### config.mk
export PLATFORM = sky130hd
export DESIGN_NAME = arc4_encrypt
export DESIGN_NICKNAME = d
export VERILOG_FILES = /design/src/rtl/arc4_pkg.sv /design/src/rtl/arc4_ksched.sv /design/src/rtl/arc4_encrypt.sv
export SDC_FILE = /design/constraint.sdc
export NUM_CORES = 1
export LEC_CHECK = 0
export BUFFER_PORTS_ARGS = -buffer_cell sky130_fd_sc_hd__clkbuf_2
export CAP_MARGIN = 20
export CORE_AREA = 2 2 173 107
export CTS_BUF_LIST = sky130_fd_sc_hd__clkbuf_4
export CTS_CLUSTER_DIAMETER = 150
export DETAILED_ROUTE_END_ITERATION = 12
export DIE_AREA = 0 0 175 109
export PLACE_DENSITY = 0.75
export SLEW_MARGIN = 10
export SYNTH_ARGS = -nofsm -noshare
export SYNTH_HDL_FRONTEND = slang
export SYNTH_SLANG_ARGS = --single-unit
### constraint.sdc
create_clock -name clk -period 4.49 [get_ports clk]
set_clock_uncertainty 0.2 [all_clocks]
set_input_delay 0.898 -clock clk [delete_from_list [all_inputs] [get_ports clk]]
set_output_delay 0.898 -clock clk [all_outputs]
set_load 0.02 [all_outputs]
### src/rtl/arc4_pkg.sv
// rtl/arc4_pkg.sv - shared types, sizes and key byte helper for the ARC4 encryptor
package arc4_pkg;

  localparam int KEY_BYTES = 3;
  localparam int KEY_W     = 8 * KEY_BYTES;
  localparam int S_SIZE    = 256;

  localparam logic [1:0] KIDX_LAST = 2'(KEY_BYTES - 1);

  // Top-level sequencer states; INIT and KSA run inside arc4_ksched while the
  // top sits in ST_KSCHED.
  typedef enum logic [3:0] {
    ST_IDLE,
    ST_KSCHED,
    ST_LEN_WAIT,
    ST_LEN_RD,
    ST_LEN_WR,
    ST_PRGA_I,
    ST_PRGA_IW,
    ST_PRGA_IR,
    ST_PRGA_JW,
    ST_PRGA_JR,
    ST_PRGA_WJ,
    ST_PRGA_WI,
    ST_PRGA_PW,
    ST_PRGA_PR,
    ST_PRGA_CT,
    ST_DONE
  } arc4_state_e;

  // Key schedule states: INIT fill, then read S[i], read S[j], write both back.
  typedef enum logic [2:0] {
    KS_IDLE,
    KS_INIT,
    KS_KSA_IW,
    KS_KSA_IR,
    KS_KSA_JW,
    KS_KSA_JR,
    KS_KSA_WJ,
    KS_KSA_WI
  } ks_state_e;

  // Key byte idx, counted MSB-first: idx 0 is key[KEY_W-1 -: 8].
  function automatic logic [7:0] keybyte(input logic [KEY_W-1:0] key, input logic [1:0] idx);
    return key[8 * (KEY_BYTES - 1 - int'(idx)) +: 8];
  endfunction

endpackage

### src/rtl/arc4_ksched.sv
// rtl/arc4_ksched.sv - S identity fill followed by the ARC4 key schedule
module arc4_ksched
  import arc4_pkg::*;
(
  input  logic             clk,
  input  logic             rst_n,
  input  logic             i_en,
  output logic             o_rdy,
  input  logic [KEY_W-1:0] i_key,
  output logic [7:0]       o_s_addr,
  input  logic [7:0]       i_s_rddata,
  output logic [7:0]       o_s_wrdata,
  output logic             o_s_wren
);

  ks_state_e        r_state;
  logic             r_rdy;
  logic [KEY_W-1:0] r_key;
  logic [7:0]       r_i;
  logic [7:0]       r_j;
  logic [1:0]       r_kidx;
  logic [7:0]       r_si;
  logic [7:0]       r_sj;
  logic [7:0]       r_s_addr;
  logic [7:0]       r_s_wrdata;
  logic             r_s_wren;
  logic [7:0]       w_j_new;

  assign w_j_new    = r_j + i_s_rddata + keybyte(r_key, r_kidx);
  assign o_rdy      = r_rdy;
  assign o_s_addr   = r_s_addr;
  assign o_s_wrdata = r_s_wrdata;
  assign o_s_wren   = r_s_wren;

  // Sequencer: 256 fill writes, then 6 cycles per i (read S[i], read S[j], write S[j], write S[i]).
  always_ff @(posedge clk or negedge rst_n) begin
    if (!rst_n) begin
      r_state    <= KS_IDLE;
      r_rdy      <= 1'b1;
      r_key      <= '0;
      r_i        <= '0;
      r_j        <= '0;
      r_kidx     <= '0;
      r_si       <= '0;
      r_sj       <= '0;
      r_s_addr   <= '0;
      r_s_wrdata <= '0;
      r_s_wren   <= 1'b0;
    end else begin
      case (r_state)
        KS_IDLE: begin
          if (i_en && r_rdy) begin
            r_rdy      <= 1'b0;
            r_key      <= i_key;
            r_i        <= '0;
            r_s_addr   <= '0;
            r_s_wrdata <= '0;
            r_s_wren   <= 1'b1;
            r_state    <= KS_INIT;
          end
        end
        KS_INIT: begin
          if (r_i == 8'd255) begin
            r_i      <= '0;
            r_j      <= '0;
            r_kidx   <= '0;
            r_s_addr <= '0;
            r_s_wren <= 1'b0;
            r_state  <= KS_KSA_IW;
          end else begin
            r_i        <= r_i + 8'd1;
            r_s_addr   <= r_i + 8'd1;
            r_s_wrdata <= r_i + 8'd1;
          end
        end
        KS_KSA_IW: r_state <= KS_KSA_IR;
        KS_KSA_IR: begin
          r_si     <= i_s_rddata;
          r_j      <= w_j_new;
          r_s_addr <= w_j_new;
          r_state  <= KS_KSA_JW;
        end
        KS_KSA_JW: r_state <= KS_KSA_JR;
        KS_KSA_JR: begin
          // Both values are held before either write, so i == j is a no-op swap.
          r_sj       <= i_s_rddata;
          r_s_addr   <= r_j;
          r_s_wrdata <= r_si;
          r_s_wren   <= 1'b1;
          r_state    <= KS_KSA_WJ;
        end
        KS_KSA_WJ: begin
          r_s_addr   <= r_i;
          r_s_wrdata <= r_sj;
          r_state    <= KS_KSA_WI;
        end
        KS_KSA_WI: begin
          r_s_wren <= 1'b0;
          if (r_i == 8'd255) begin
            r_s_addr   <= '0;
            r_s_wrdata <= '0;
            r_rdy      <= 1'b1;
            r_state    <= KS_IDLE;
          end else begin
            r_i      <= r_i + 8'd1;
            r_kidx   <= (r_kidx == KIDX_LAST) ? 2'd0 : r_kidx + 2'd1;
            r_s_addr <= r_i + 8'd1;
            r_state  <= KS_KSA_IW;
          end
        end
        default: r_state <= KS_IDLE;
      endcase
    end
  end

endmodule

### src/rtl/arc4_encrypt.sv
// rtl/arc4_encrypt.sv - ARC4 encryptor: key schedule, length copy and PRGA over external memories
module arc4_encrypt
  import arc4_pkg::*;
(
  input  logic             clk,
  input  logic             rst_n,
  input  logic             en,
  output logic             rdy,
  input  logic [KEY_W-1:0] key,
  output logic [7:0]       s_addr,
  input  logic [7:0]       s_rddata,
  output logic [7:0]       s_wrdata,
  output logic             s_wren,
  output logic [7:0]       pt_addr,
  input  logic [7:0]       pt_rddata,
  output logic [7:0]       ct_addr,
  output logic [7:0]       ct_wrdata,
  output logic             ct_wren
);

  arc4_state_e r_state;
  logic        r_rdy;
  logic [7:0]  r_len;
  logic [7:0]  r_i;
  logic [7:0]  r_j;
  logic [8:0]  r_k;
  logic [7:0]  r_si;
  logic [7:0]  r_sj;
  logic [7:0]  r_pt;
  logic [7:0]  r_s_addr;
  logic [7:0]  r_s_wrdata;
  logic        r_s_wren;
  logic [7:0]  r_pt_addr;
  logic [7:0]  r_ct_addr;
  logic [7:0]  r_ct_wrdata;
  logic        r_ct_wren;

  logic        w_start;
  logic        w_ks_sel;
  logic        w_ks_rdy;
  logic [7:0]  w_ks_s_addr;
  logic [7:0]  w_ks_s_wrdata;
  logic        w_ks_s_wren;
  logic [7:0]  w_j_new;

  assign w_start  = en && r_rdy && (r_state == ST_IDLE);
  assign w_ks_sel = (r_state == ST_KSCHED);
  assign w_j_new  = r_j + s_rddata;

  arc4_ksched u_ksched (
    .clk        (clk),
    .rst_n      (rst_n),
    .i_en       (w_start),
    .o_rdy      (w_ks_rdy),
    .i_key      (key),
    .o_s_addr   (w_ks_s_addr),
    .i_s_rddata (s_rddata),
    .o_s_wrdata (w_ks_s_wrdata),
    .o_s_wren   (w_ks_s_wren)
  );

  assign rdy       = r_rdy;
  assign s_addr    = w_ks_sel ? w_ks_s_addr   : r_s_addr;
  assign s_wrdata  = w_ks_sel ? w_ks_s_wrdata : r_s_wrdata;
  assign s_wren    = w_ks_sel ? w_ks_s_wren   : r_s_wren;
  assign pt_addr   = r_pt_addr;
  assign ct_addr   = r_ct_addr;
  assign ct_wrdata = r_ct_wrdata;
  assign ct_wren   = r_ct_wren;

  // Main sequencer: hand off INIT/KSA, copy the length byte, then 10 cycles per PRGA byte.
  always_ff @(posedge clk or negedge rst_n) begin
    if (!rst_n) begin
      r_state     <= ST_IDLE;
      r_rdy       <= 1'b1;
      r_len       <= '0;
      r_i         <= '0;
      r_j         <= '0;
      r_k         <= '0;
      r_si        <= '0;
      r_sj        <= '0;
      r_pt        <= '0;
      r_s_addr    <= '0;
      r_s_wrdata  <= '0;
      r_s_wren    <= 1'b0;
      r_pt_addr   <= '0;
      r_ct_addr   <= '0;
      r_ct_wrdata <= '0;
      r_ct_wren   <= 1'b0;
    end else begin
      case (r_state)
        ST_IDLE: begin
          if (w_start) begin
            r_rdy   <= 1'b0;
            r_state <= ST_KSCHED;
          end
        end
        ST_KSCHED: begin
          if (w_ks_rdy) begin
            r_pt_addr <= '0;
            r_state   <= ST_LEN_WAIT;
          end
        end
        ST_LEN_WAIT: r_state <= ST_LEN_RD;
        ST_LEN_RD: begin
          r_len       <= pt_rddata;
          r_ct_addr   <= '0;
          r_ct_wrdata <= pt_rddata;
          r_ct_wren   <= 1'b1;
          r_i         <= '0;
          r_j         <= '0;
          r_k         <= 9'd1;
          r_state     <= ST_LEN_WR;
        end
        ST_LEN_WR: begin
          r_ct_wren <= 1'b0;
          r_state   <= (r_len == 8'd0) ? ST_DONE : ST_PRGA_I;
        end
        ST_PRGA_I: begin
          // pt[k] is fetched alongside S[i]; the two memories are independent.
          r_i       <= r_i + 8'd1;
          r_s_addr  <= r_i + 8'd1;
          r_pt_addr <= r_k[7:0];
          r_state   <= ST_PRGA_IW;
        end
        ST_PRGA_IW: r_state <= ST_PRGA_IR;
        ST_PRGA_IR: begin
          r_si     <= s_rddata;
          r_pt     <= pt_rddata;
          r_j      <= w_j_new;
          r_s_addr <= w_j_new;
          r_state  <= ST_PRGA_JW;
        end
        ST_PRGA_JW: r_state <= ST_PRGA_JR;
        ST_PRGA_JR: begin
          r_sj       <= s_rddata;
          r_s_addr   <= r_j;
          r_s_wrdata <= r_si;
          r_s_wren   <= 1'b1;
          r_state    <= ST_PRGA_WJ;
        end
        ST_PRGA_WJ: begin
          r_s_addr   <= r_i;
          r_s_wrdata <= r_sj;
          r_state    <= ST_PRGA_WI;
        end
        ST_PRGA_WI: begin
          // Swap leaves the same pair in S, so the pad index is unchanged by it.
          r_s_wren <= 1'b0;
          r_s_addr <= r_si + r_sj;
          r_state  <= ST_PRGA_PW;
        end
        ST_PRGA_PW: r_state <= ST_PRGA_PR;
        ST_PRGA_PR: begin
          r_ct_addr   <= r_k[7:0];
          r_ct_wrdata <= r_pt ^ s_rddata;
          r_ct_wren   <= 1'b1;
          r_state     <= ST_PRGA_CT;
        end
        ST_PRGA_CT: begin
          r_ct_wren <= 1'b0;
          if (r_k == {1'b0, r_len}) begin
            r_state <= ST_DONE;
          end else begin
            r_k     <= r_k + 9'd1;
            r_state <= ST_PRGA_I;
          end
        end
        ST_DONE: begin
          r_rdy   <= 1'b1;
          r_state <= ST_IDLE;
        end
        default: r_state <= ST_IDLE;
      endcase
    end
  end

endmodule

======== Word-level counts from Yosys, hierarchy flattened ========
Cells that the tools add are included.
operators by class
  add/subtract/negate cells ............... 9
  eq/ne operators ......................... 33
  shifts and indexed selects .............. 1
  multiplexer cells ....................... 44
  bitwise logic cells ..................... 1
  reduce and logical (&&, ||, !) cells .... 39
operator list
  cell                 count
  $pmux 8 s5           3
  $pmux 8 s2           7
  $pmux 4 s16          1
  $mux 8               7
  $add 8x8->8          4
  $eq 4x4->1 const B   8
  $shiftx 24x32->8     1
  $pmux 3 s8           1
  $pmux 8 s3           1
  $reduce_bool 2->1    12
  $pmux 9 s2           1
  $add 8x1->8 const B  2
  $eq 4x3->1 const B   4
  $mux 4               4
  $reduce_and 2->1     8
  $reduce_bool 5->1    3
  $eq 3x3->1 const B   4
  $reduce_and 3->1     4
  $ne 2x1->1 const B   5
  $add 9x1->9 const B  1
  $eq 9x8->1           1
  $mux 9               1
  $eq 4x2->1 const B   2
  $eq 8x8->1 const B   1
  other kinds (22)     41
word-level totals
  register bits after elaboration ......... 183
  word-level logic and storage cells ...... 154

======== Logic depth before layout (Yosys ltp) ========
  depth in word-level cells ............... 5
  mapped depth ............................ 19
  depth with buffers taken out ............ 16

======== Hierarchy ========
Synthesis repeated with hierarchy kept, for this count alone.
unflattened totals
  cells, all modules ...................... 1026
  area, all modules ....................... 10090.9 um2
by module, submodules not included
  module        instances  cells each  area each (um2)
  arc4_encrypt  1          627         5775.5
  arc4_ksched   1          399         4315.4

======== Least setup slack after synthesis ========
OpenSTA, ideal clock, no wires.
  kind .................................... reg-to-reg
  start ................................... register u_ksched.r_kidx[0]
  end ..................................... register u_ksched.r_s_addr[7], in the netlist u_ksched.o_s_addr[7]
  library setup time ...................... 136 ps
  arrival time ............................ 3910 ps
  required time ........................... 4154 ps
  setup slack ............................. 244 ps
  stages on the path, launching flop included .. 20
  clock period less this slack ............ 4246 ps
  cell sequence ........................... dfrtp_1 clkbuf_1 inv_1 ha_1 clkbuf_1 and2_1 clkbuf_1 nand2_1 o21ai_0 nand2b_1 fa_1 inv_1 ha_1 fa_1 a21o_1 a21oi_1 o21bai_1 a21oi_1 xnor2_1 o21ai_0
between the ends
  cells in the longest elaborated chain, start to end .. 4
RTL lines
  item                    RTL line            source
  from (decl)             arc4_ksched.sv:21   logic [1:0] r_kidx;
  from (signal assigned)  arc4_ksched.sv:106  r_kidx <= (r_kidx == KIDX_LAST) ? 2'd0 : r_kidx + 2'd1;
  $sub 2x2->3             arc4_pkg.sv:45      return key[8 * (KEY_BYTES - 1 - int'(idx)) +: 8];
  $shiftx 24x32->8        arc4_pkg.sv:45
  $add 8x8->8             arc4_ksched.sv:29   assign w_j_new = r_j + i_s_rddata + keybyte(r_key, r_kidx);
  $pmux 8 s5              arc4_ksched.sv:50   case (r_state)
  to (signal assigned)    arc4_ksched.sv:72   r_s_addr <= r_i + 8'd1;
  to (signal assigned)    arc4_ksched.sv:80   r_s_addr <= w_j_new;
  to (signal assigned)    arc4_ksched.sv:87   r_s_addr <= r_j;
  to (decl)               arc4_ksched.sv:24   logic [7:0] r_s_addr;
Every way passes these cells.
A chain may end at the register's enable or synchronous reset.

======== Worst setup path after layout ========
  start ................................... register r_state[2]
  end ..................................... output s_wrdata[1]
between the ends
  cells in the longest elaborated chain, start to end .. 2
RTL lines
  item                    RTL line             source
  from (decl)             arc4_encrypt.sv:21   arc4_state_e r_state;
  from (signal assigned)  arc4_encrypt.sv:117  r_state <= (r_len == 8'd0) ? ST_DONE : ST_PRGA_I;
  $eq 4x1->1              arc4_encrypt.sv:47   assign w_ks_sel = (r_state == ST_KSCHED);
  $mux 8                  arc4_encrypt.sv:64   assign s_wrdata = w_ks_sel ? w_ks_s_wrdata : r_s_wrdata;
  to (decl)               arc4_encrypt.sv:12   output logic [7:0] s_wrdata,
Every way passes these cells.

==> flow_metrics.tcl <==
set metrics [dict create \
    status "finished clean" \
    max_clock_freq_ghz 0.257 \
    global_route.usage.total_pct 28.7 \
    drv_slew 0 \
    post_route_antenna_net_violation_count 0 \
    p_int_mw 1.95 \
    detail_route.wl_per_cell_um 19.9 \
    setup.worst_path.class "reg -> out" \
    r2r_setup_slack_ns 0.64 \
    first_global_vias 7321 \
    hold_viol 0 \
    clkTransAtPathRegs_ns 0.17 \
    tightest_slew_ns 1.12 \
    layout_worst_path_cycle_share_pct 86.8 \
    switchingPower_mw 0.748 \
    grt_max_degree 100 \
    leakage_nw 4.91 \
    die_h_um 109 \
    die_area_mm2 0.0191 \
    layout-area-overhead-vs-synth_pct 9.62 \
    crit_path_end_kind "output port" \
    timing.critical_path.required_ns 3.39 \
    cp_slowest_stage_delay_ns 0.70 \
    first_pass_iters 7 \
    worst_path_max_delay_cell "sky130_fd_sc_hd__dfrtp_1" \
    postSynthAreaPerCell_um2 9.77 \
    detail_route.wirelength_um 26000 \
    yosysWarningCount 0 \
    worstSkewPairLatency_ns 0.62 \
    numPortBuffers 85 \
    design.portCount 86 \
    post-route-min-period_ns 3.90 \
    clkPwrFrac_pct 33.1 \
    setup_violations 0 \
    fin_nets 1135 \
    number_of_flip_flops_under_the_largest_register_name 24 \
    largestRegisters "u_ksched.r_key (24), r_k (9)" \
    grt_setup_unrepaired "false" \
    netlist_instances 983 \
    seq_area_frac_synth_pct 47.7 \
    cts.sink_count 183 \
    gp_congestion 0.919 \
    via_count 7842 \
    grt_pass1_wl_um 41400 \
    critical_path.max_fanout 17 \
    gr-total-overflow 0 \
    die_span_in_x_um 175 \
    synthArstFlopShare_pct 100 \
    post-cts-setup-buffers 0 \
    dr.first_iter.drc_count 953 \
    via_per_inst 6.00 \
    synth-edff-count 0 \
    drv.max_cap_violation_count 0 \
    destination_of_the_worst_register_to_register_timing_path "u_ksched.o_s_addr[7]" \
    fillerInstances 1507 \
    maxSlewHeadroom_pct 24.7 \
    synth-seq-cells 183 \
    pwr-share-seq_pct 61.5 \
    cts_tree "built" \
    syn-cell-area_mm2 0.00960 \
    finish.utilization_pct 59.7 \
    synth_fp_nets 1062 \
    antenna-diode-count 0 \
    swShare_pct 27.7 \
    cts_max_path_buffers 2 \
    cts_inserted_buffers 17 \
    synthDistinctLibCells 61 \
    largest_register "u_ksched.r_key" \
    crit_path_start "r_state[2]" \
    start_kind "flop" \
    comb_power_share_pct 5.5 \
    drive_above_1_share_pct 17.9 \
    setup_total_negative_slack_ns 0 \
    cts_root_buf "sky130_fd_sc_hd__clkbuf_4" \
    worst-r2r-cell-count 16 \
    cts_resized 0 \
    core_area_mm2 0.0176 \
    power.ir.vdd_worst_v 0.000138 \
    placement_rows 38 \
    hold_path_class "in -> async" \
    cts_htree_levels 4 \
    critPathArrivalTime_ns 2.80 \
    post-dp-hpwl_um 19000 \
    crit_chain "clkinv_1 -> nand2_1 -> nor2_1 -> buf_4 -> mux2_2 -> clkbuf_2" \
    p_per_area_mw_per_mm2 257 \
    detail_route.drc_violations 0 \
    antenna_found_initial 0 \
    dominantRegCellSynth "sky130_fd_sc_hd__dfrtp_1" \
    starting_density_of_the_core_pct 54.4 \
    r2r_start "u_ksched.r_kidx[1]" \
    cts-hold-fix-buffers 0 \
]
power groups by stage:
stage | Clock (mW) | Combinational (mW) | Sequential, mW
2_1_floorplan | 0 | 0.0585 | 1.69
3_3_place_gp | 0 | 0.147 | 1.69
3_5_place_dp | 0 | 0.148 | 1.69
4_1_cts | 0.914 | 0.149 | 1.66
5_1_grt | 0.978 | 0.165 | 1.66
6_report | 0.893 | 0.148 | 1.66
placed cells by master (no fill, tap or decap), types with 6 or more instances in the layout:
master / Yosys / layout
sky130_fd_sc_hd__a22o_1: 32 / 32
sky130_fd_sc_hd__nor2_1: 74 / 74
sky130_fd_sc_hd__and3_1: 8 / 8
sky130_fd_sc_hd__buf_4: 2 / 12
sky130_fd_sc_hd__a222oi_1: 7 / 7
sky130_fd_sc_hd__a211oi_1: 6 / 6
sky130_fd_sc_hd__inv_1: 18 / 18
sky130_fd_sc_hd__a22oi_1: 7 / 7
sky130_fd_sc_hd__xnor2_1: 25 / 25
sky130_fd_sc_hd__clkbuf_2: 1 / 84
sky130_fd_sc_hd__dfrtp_1: 181 / 181
sky130_fd_sc_hd__or3_1: 6 / 6
sky130_fd_sc_hd__mux2_2: 51 / 51
sky130_fd_sc_hd__nand2_1: 203 / 203
sky130_fd_sc_hd__clkbuf_4: 0 / 17
sky130_fd_sc_hd__a21o_1: 13 / 13
sky130_fd_sc_hd__a21oi_1: 45 / 45
sky130_fd_sc_hd__nand2b_1: 8 / 8
sky130_fd_sc_hd__a31oi_1: 16 / 16
sky130_fd_sc_hd__xor2_1: 28 / 28
sky130_fd_sc_hd__o211ai_1: 6 / 6
sky130_fd_sc_hd__nand3_1: 14 / 14
sky130_fd_sc_hd__ha_1: 26 / 26
sky130_fd_sc_hd__mux2i_1: 17 / 17
sky130_fd_sc_hd__fa_1: 10 / 10
sky130_fd_sc_hd__and2_1: 7 / 7
sky130_fd_sc_hd__o21ai_0: 65 / 65
sky130_fd_sc_hd__nor3_1: 9 / 9
worst max-delay path, delay by kind of cell, from the launching register on:
kind	cells	cell delay, ns
buffers and inverters	3	0.81
DFF	1	0.70
and+or+nand+nor	2	0.33
muxes	1	0.33
routing by layer:
metal	global-route usage (%)	wire length [um]
met4	6.01	240
met1	46.3	12700
met2	36.0	9870
met5	0	0
met3	10.3	3170
worst max-delay path by stage:
stage	endpoint	slack, ns	cells past startpoint
CTS	s_wrdata[1]	0.64	6
detailed placement	u_ksched.o_s_addr[7]	0.69	16
floorplan	u_ksched.o_s_addr[7]	0.24	19
global placement	u_ksched.o_s_addr[7]	0.75	16
finish	s_wrdata[1]	0.59	6
global route	s_wrdata[1]	0.42	6
through the flow:
stage / instances / worst slack (ns) / total power [mW] / hold WS (ns) / instance area [um2]
5_1_grt: 1308 / 0.418 / 2.80 / 0.161 / 10500
3_3_place_gp: 1277 / 0.746 / 1.84 / 0.259 / 10300
2_1_floorplan: 983 / 0.244 / 1.75 / 0.246 / 9600
6_report: 1308 / 0.595 / 2.70 / 0.132 / 10500
4_1_cts: 1308 / 0.637 / 2.72 / 0.163 / 10500
3_5_place_dp: 1277 / 0.692 / 1.84 / 0.264 / 10300
area by class of cell:
class / instances / area [um2] / share of cell area [%]
clock inverters: 14 / 136 / 1.30
inverters: 20 / 75.1 / 0.713
flip-flops and latches: 183 / 4580 / 43.5
clock buffers: 17 / 128 / 1.21
multi-input cells: 736 / 4760 / 45.2
well taps: 240 / 300 / 2.85
repair buffers: 98 / 542 / 5.15
cell families after synthesis:
family          share of synthesized area, %
simple gates                            15.4
compound gates                          16.1
flops                                   47.7
mux                                     7.75
buf+inv                                 2.68
xor+xnor                                4.83
fa+ha+maj                               5.47
cell usage after synthesis, drive strengths merged, types with 2 or more instances:
cell / number / area [um2]
nor4: 3 / 18.8
nor3b: 2 / 20.0
dfstp: 2 / 52.6
dfrtp: 181 / 4530
and3: 8 / 50.1
nand2b: 8 / 50.1
ha: 26 / 325
buf: 12 / 61.3
mux2i: 17 / 170
a22o: 32 / 280
a221oi: 5 / 43.8
a222oi: 7 / 70.1
o211ai: 6 / 45.0
xor2: 28 / 245
xnor2: 25 / 219
a31oi: 17 / 113
a21oi: 45 / 225
a21o: 13 / 97.6
and2: 7 / 43.8
or3: 6 / 37.5
o21bai: 2 / 15.0
inv: 18 / 67.6
a211oi: 6 / 45.0
a2111oi: 2 / 23.8
a211o: 2 / 17.5
nand2: 203 / 762
o21ai: 69 / 349
nor2b: 4 / 25.0
nand3: 15 / 80.1
o31ai: 3 / 22.5
fa: 10 / 200
clkinv: 2 / 7.51
nor2: 74 / 278
o22ai: 2 / 12.5
clkbuf: 32 / 121
nand4: 3 / 18.8
a22oi: 7 / 52.6
a221o: 3 / 30.0
mux2: 51 / 574
nor3: 9 / 45.0
or2: 2 / 12.5
o2111ai: 5 / 50.0
Power figures use the tool's default switching activity.
